--- config.mk ---
export PLATFORM = sky130hd
export DESIGN_NAME = dmem_arbiter
export DESIGN_NICKNAME = d
export VERILOG_FILES = /design/src/rtl/dmem_arb_pkg.sv /design/src/rtl/dmem_arb_resp.sv /design/src/rtl/dmem_arbiter.sv
export SDC_FILE = /design/constraint.sdc
export NUM_CORES = 1
export LEC_CHECK = 0
export ABC_CLOCK_PERIOD_IN_PS = 2000
export BUFFER_PORTS_ARGS = -buffer_cell sky130_fd_sc_hd__buf_2
export CORE_AREA = 4 4 115 117
export DETAILED_ROUTE_END_ITERATION = 8
export DIE_AREA = 0 0 119 121
export GPL_ROUTABILITY_DRIVEN = 0
export PLACE_DENSITY = 0.64
export SYNTH_ARGS = -nofsm -noshare
export SYNTH_HDL_FRONTEND = slang
export SYNTH_SLANG_ARGS = --single-unit
--- constraint.sdc ---
create_clock -name clk -period 2 [get_ports clk]
set_input_delay 0.2 -clock clk [delete_from_list [all_inputs] [get_ports clk]]
set_output_delay 0.2 -clock clk [all_outputs]
set_load 0.01 [all_outputs]
--- src/rtl/dmem_arb_pkg.sv ---
// Shared definitions for the data-memory arbiter: requester IDs and default widths.
package dmem_arb_pkg;

  typedef enum logic {
    REQ_CORE = 1'b0,
    REQ_LOAD = 1'b1
  } req_id_e;

  localparam int DEF_ADDR_W     = 32;
  localparam int DEF_DATA_W     = 32;
  localparam int DEF_STARVE_LIM = 4;

endpackage

--- src/rtl/dmem_arb_resp.sv ---
// Per-requester read response: captures memory read data on a granted read and
// pulses rvalid for exactly the following cycle.
module dmem_arb_resp #(
  parameter int DATA_W = 32
) (
  input  logic              clk,
  input  logic              rst,
  input  logic              rd_fire,
  input  logic [DATA_W-1:0] mem_rdata,
  output logic              rvalid,
  output logic [DATA_W-1:0] rdata
);

  // rvalid doubles as the rd_pend bit: a read granted last cycle is being returned now.
  // NOTE: sequential state uses non-blocking assignments so every flop samples pre-edge values.
  always_ff @(posedge clk or negedge rst) begin
    if (!rst) begin
      rvalid <= 1'b0;
      // NOTE: a single data register (not a memory array) is cheap to reset, so it is cleared too.
      rdata  <= '0;
    end else begin
      rvalid <= rd_fire;
      if (rd_fire) rdata <= mem_rdata;
    end
  end

endmodule

--- src/rtl/dmem_arbiter.sv ---
// Two-port data-memory arbiter: core (m0) has fixed priority, loader (m1) gets a
// forced grant after STARVE_LIM consecutive blocked cycles.
module dmem_arbiter
  import dmem_arb_pkg::*;
#(
  parameter int ADDR_W     = DEF_ADDR_W,
  parameter int DATA_W     = DEF_DATA_W,
  parameter int STARVE_LIM = DEF_STARVE_LIM
) (
  input  logic              clk,
  input  logic              rst,
  input  logic              m0_req,
  input  logic              m0_we,
  input  logic [ADDR_W-1:0] m0_addr,
  input  logic [DATA_W-1:0] m0_wdata,
  output logic              m0_gnt,
  output logic              m0_rvalid,
  output logic [DATA_W-1:0] m0_rdata,
  input  logic              m1_req,
  input  logic              m1_we,
  input  logic [ADDR_W-1:0] m1_addr,
  input  logic [DATA_W-1:0] m1_wdata,
  output logic              m1_gnt,
  output logic              m1_rvalid,
  output logic [DATA_W-1:0] m1_rdata,
  output logic              mem_rd,
  output logic              mem_wr,
  output logic [ADDR_W-1:0] mem_addr,
  output logic [DATA_W-1:0] mem_wdata,
  input  logic [DATA_W-1:0] mem_rdata,
  output logic              core_stall
);

  logic [3:0] wait_cnt;
  logic       force_m1;
  logic       m0_win;
  logic       m1_win;
  req_id_e    winner;

  // Grants are suppressed while reset is held, even with requests pending.
  assign force_m1 = m1_req && (wait_cnt == 4'(STARVE_LIM));
  assign m1_win   = rst && m1_req && (force_m1 || !m0_req);
  assign m0_win   = rst && m0_req && !m1_win;
  assign winner   = m1_win ? REQ_LOAD : REQ_CORE;

  assign m0_gnt     = m0_win;
  assign m1_gnt     = m1_win;
  assign core_stall = m0_req && !m0_win;

  always_comb begin
    // NOTE: every output gets a default first so no path leaves it unassigned (no latch).
    mem_rd    = 1'b0;
    mem_wr    = 1'b0;
    mem_addr  = '0;
    mem_wdata = '0;
    if (m0_win || m1_win) begin
      case (winner)
        REQ_LOAD: begin
          mem_wr    = m1_we;
          mem_rd    = !m1_we;
          mem_addr  = m1_addr;
          mem_wdata = m1_wdata;
        end
        default: begin
          mem_wr    = m0_we;
          mem_rd    = !m0_we;
          mem_addr  = m0_addr;
          mem_wdata = m0_wdata;
        end
      endcase
    end
  end

  // Counts consecutive cycles m1 is blocked; saturates at the forcing threshold.
  always_ff @(posedge clk or negedge rst) begin
    if (!rst) begin
      wait_cnt <= 4'd0;
    end else if (!m1_req || m1_win) begin
      wait_cnt <= 4'd0;
    end else if (wait_cnt != 4'(STARVE_LIM)) begin
      wait_cnt <= wait_cnt + 4'd1;
    end
  end

  dmem_arb_resp #(.DATA_W(DATA_W)) u_resp_core (
    .clk       (clk),
    .rst       (rst),
    .rd_fire   (m0_win && !m0_we),
    .mem_rdata (mem_rdata),
    .rvalid    (m0_rvalid),
    .rdata     (m0_rdata)
  );

  dmem_arb_resp #(.DATA_W(DATA_W)) u_resp_load (
    .clk       (clk),
    .rst       (rst),
    .rd_fire   (m1_win && !m1_we),
    .mem_rdata (mem_rdata),
    .rvalid    (m1_rvalid),
    .rdata     (m1_rdata)
  );

endmodule

==> results.json <==
{
  "status": "finished, violations left",
  "violations": "negative setup slack",
  "grtUsageMet1": 0.252,
  "clk_pin_slew_ns": 0.06,
  "nNetsFinal": 759,
  "ys_warn_count": 0,
  "ys_seq_area_frac": 0.514,
  "tritoncts": "done",
  "cap_violations": 0,
  "max-slew-margin-rel": 0.417,
  "htreeDepth": 3,
  "drive_above_1_share": 0.737,
  "worst_slew_pin_slew_ns": 0.875,
  "antenna_left": 0,
  "area_growth_pct": 87.4,
  "slowest_delay_ns": 0.39,
  "path_delay_family": "buffers and inverters",
  "fin_crit_ns": 2.20,
  "hold_violations": 0,
  "grt-busiest-layer": "met2",
  "path_buf_inv": 6,
  "track_usage": 0.215,
  "grt_pass1_vias": 3779,
  "placed_cells": 717,
  "fin_ws_ns": -0.200,
  "maxClockFrequency_mhz": 454,
  "use_met2": 0.378,
  "setup-tns-final_ns": -10.90,
  "wl_um": 17200,
  "ctsHoldBuffers": 0,
  "crit_arrival_ns": 2.00,
  "fin_crit_sh": 1.10,
  "crit_type": "register to output port",
  "slowest_stage": "dfrtp_1",
  "cp_cell_sequence": "inv_2 > ha_4 > nand3b_1 > buf_6 > a21oi_4 > buf_12 > buf_12 > clkbuf_16 > a22o_1 > buf_2",
  "slew_violations": 0,
  "grt_max_degree": 71,
  "ir_drop_mv": 0.679,
  "dieHeight_um": 121,
  "drc_errors": 0,
  "rows": 41,
  "stdcell_area_um2": 6390,
  "cp.depth": 10,
  "grt_first_pass_wirelength_um": 23100,
  "avgSynthCellArea_um2": 13.4,
  "cts_root_buffer": "clkbuf_16",
  "rsz0062_at_grt": "yes",
  "clock-skew-final_ns": 0.00822,
  "num_antenna_cells": 0,
  "start_util": 0.276,
  "hp-class": "primary input to register",
  "netlist_area_um2": 3410,
  "fillers": 1079,
  "wire_per_inst_um": 22.4,
  "clkLatencyLatePin_ns": 0.33,
  "setup_viol": 97,
  "total_leakage_power_uw": 0.00334,
  "synth_cell_types": 25,
  "grt.overflow.total": 0,
  "multi_input_area_um2": 1710,
  "cp_max_fo": 8,
  "ys_ff_latch": 70,
  "dpl_cell_area_um2": 5180,
  "rr_worst_depth": 9,
  "critPathRequiredTime_ns": 1.80,
  "drt_first_iter_violations": 220,
  "dp_hpwl_um": 12500,
  "stdcell_count": 768,
  "use_met3": 0.0634,
  "num_io_pins": 301,
  "synthCells": 255,
  "cts_sinks": 70,
  "powerDensity_nw_per_um2": 811,
  "synth_nets": 423,
  "route.vias.total": 3706,
  "whs_path_depth": 2,
  "die_x_um": 119,
  "drt_pass1_iterations": 4,
  "antenna_found_initial": 0,
  "critPathCaptureType": "output port",
  "cp_common_cell": "buf_12",
  "start_kind": "register",
  "seq_area_um2": 1750,
  "clk_path_buf_depth": 2,
  "io_buffers": 300,
  "core_area_um2": 12400,
  "die-area_um2": 14400,
  "vias_per_cell": 4.83,
  "cts_buffers": 9
}
==> worst reg2reg max path: stages (launching register included) <==
cell and delay [ns]:
dfrtp_1 0.37, inv_2 0.06, ha_4 0.16, and3b_2 0.24, buf_6 0.13, a211oi_4 0.29
buf_12 0.16, buf_6 0.09, buf_12 0.13, mux2_4 0.31
==> cell families after synthesis <==
family / Yosys count / share of synthesized area
buffers and inverters: 26 / 0.0474
xor gates and xnor gates: 1 / 0.00257
muxes: 65 / 0.214
AOI/OAI and AO/OA: 73 / 0.189
adders and majority gates: 2 / 0.00734
DFF: 70 / 0.514
and+or+nand+nor: 18 / 0.0250
==> synth_stat cells, drive strengths merged <==
master	count	area [um^2]
xnor2	1	8.76
nor3	1	5.00
nand3b	1	7.51
a41o	1	10.0
a22o	64	561
ha	2	25.0
and3b	1	8.76
buf	16	123
nand3	2	10.0
nor2	4	15.0
inv	4	15.0
dfrtp	70	1750
o22a	1	8.76
or2	1	6.26
mux2i	1	10.0
nand2	7	26.3
mux2	64	721
a21oi	5	25.0
nor2b	1	6.26
clkbuf	6	23.8
a211oi	2	40.0
==> routing by layer <==
metal / part of all wire / up-vias
li1: - / 1643
met1: 0.39 / 1833
met2: 0.51 / 205
met3: 0.077 / 25
met4: 0.026 / 0
met5: 0 / -
==> state kept, by name, indices dropped and copies added (netlist names) <==
name and flops:
wait_cnt 4, u_resp_core.rvalid 1, u_resp_core.rdata 32, u_resp_load.rdata 32
u_resp_load.rvalid 1
==> final cells by class <==
type | instances | area share
clock buffers | 13 | 0.0408
clock inverters | 3 | 0.00666
inverters | 4 | 0.00235
multi-input cells | 159 | 0.268
flip-flops and latches | 70 | 0.274
well taps | 172 | 0.0337
repair buffers | 347 | 0.375
==> worst paths after layout <==
check | startpoint | slack (ns) | endpoint
hold reg to reg | u_resp_load.rdata[3] | 0.49 | u_resp_load.rdata[3]
min in group asynchronous | rst | 0.14 | wait_cnt[0]
hold / removal | mem_rdata[1] | 0.11 | u_resp_load.rdata[1]
setup / recovery | wait_cnt[0] | -0.20 | mem_wdata[6]
setup reg to reg | wait_cnt[0] | -0.08 | u_resp_core.rdata[19]
max in group asynchronous | rst | 1.28 | u_resp_core.rdata[2]
==> metrics by stage <==
step / hold slack, ns / setup slack [ns] / total power [uW] / util
after floorplan: -0.0956 / 0.0294 / 2500 / -
after global routing: 0.0993 / -0.282 / 5430 / 0.517
after detailed placement: 0.440 / -0.0408 / 3270 / 0.419
after global placement: 0.428 / -0.0130 / 3240 / 0.419
final: 0.106 / -0.200 / 5180 / 0.517
after CTS: 0.0874 / -0.165 / 5080 / 0.489
==> repair_timing <==
item,in CTS,in global routing
setup endpoints to repair,101,101
setup buffers,16,10
resized for setup,61,40
pin swaps,15,17
cloned,6,7
==> layout by cell type, fill, tap and decap left out, types with 2 or more instances in the layout <==
| master | n |
|---|---|
| clkbuf_1 | 2 |
| buf_12 | 13 |
| a211oi_4 | 2 |
| mux2_2 | 32 |
| buf_16 | 3 |
| nand3_1 | 2 |
| nand2_1 | 7 |
| mux2_4 | 29 |
| mux2_1 | 3 |
| a22o_4 | 8 |
| a22o_1 | 56 |
| clkbuf_16 | 16 |
| buf_4 | 16 |
| dfrtp_1 | 70 |
| clkbuf_8 | 2 |
| buf_6 | 34 |
| a21oi_4 | 2 |
| a21oi_1 | 3 |
| inv_2 | 2 |
| inv_1 | 2 |
| nor2_1 | 4 |
| buf_2 | 274 |
==> where the power goes <==
| part | internal (uW) | switching, uW |
|---|---|---|
| combinational | 933 | 755 |
| sequential | 1710 | 160 |
| clock | 1030 | 587 |
| total | 3680 | 1500 |
(Power assumes the default switching activity.)
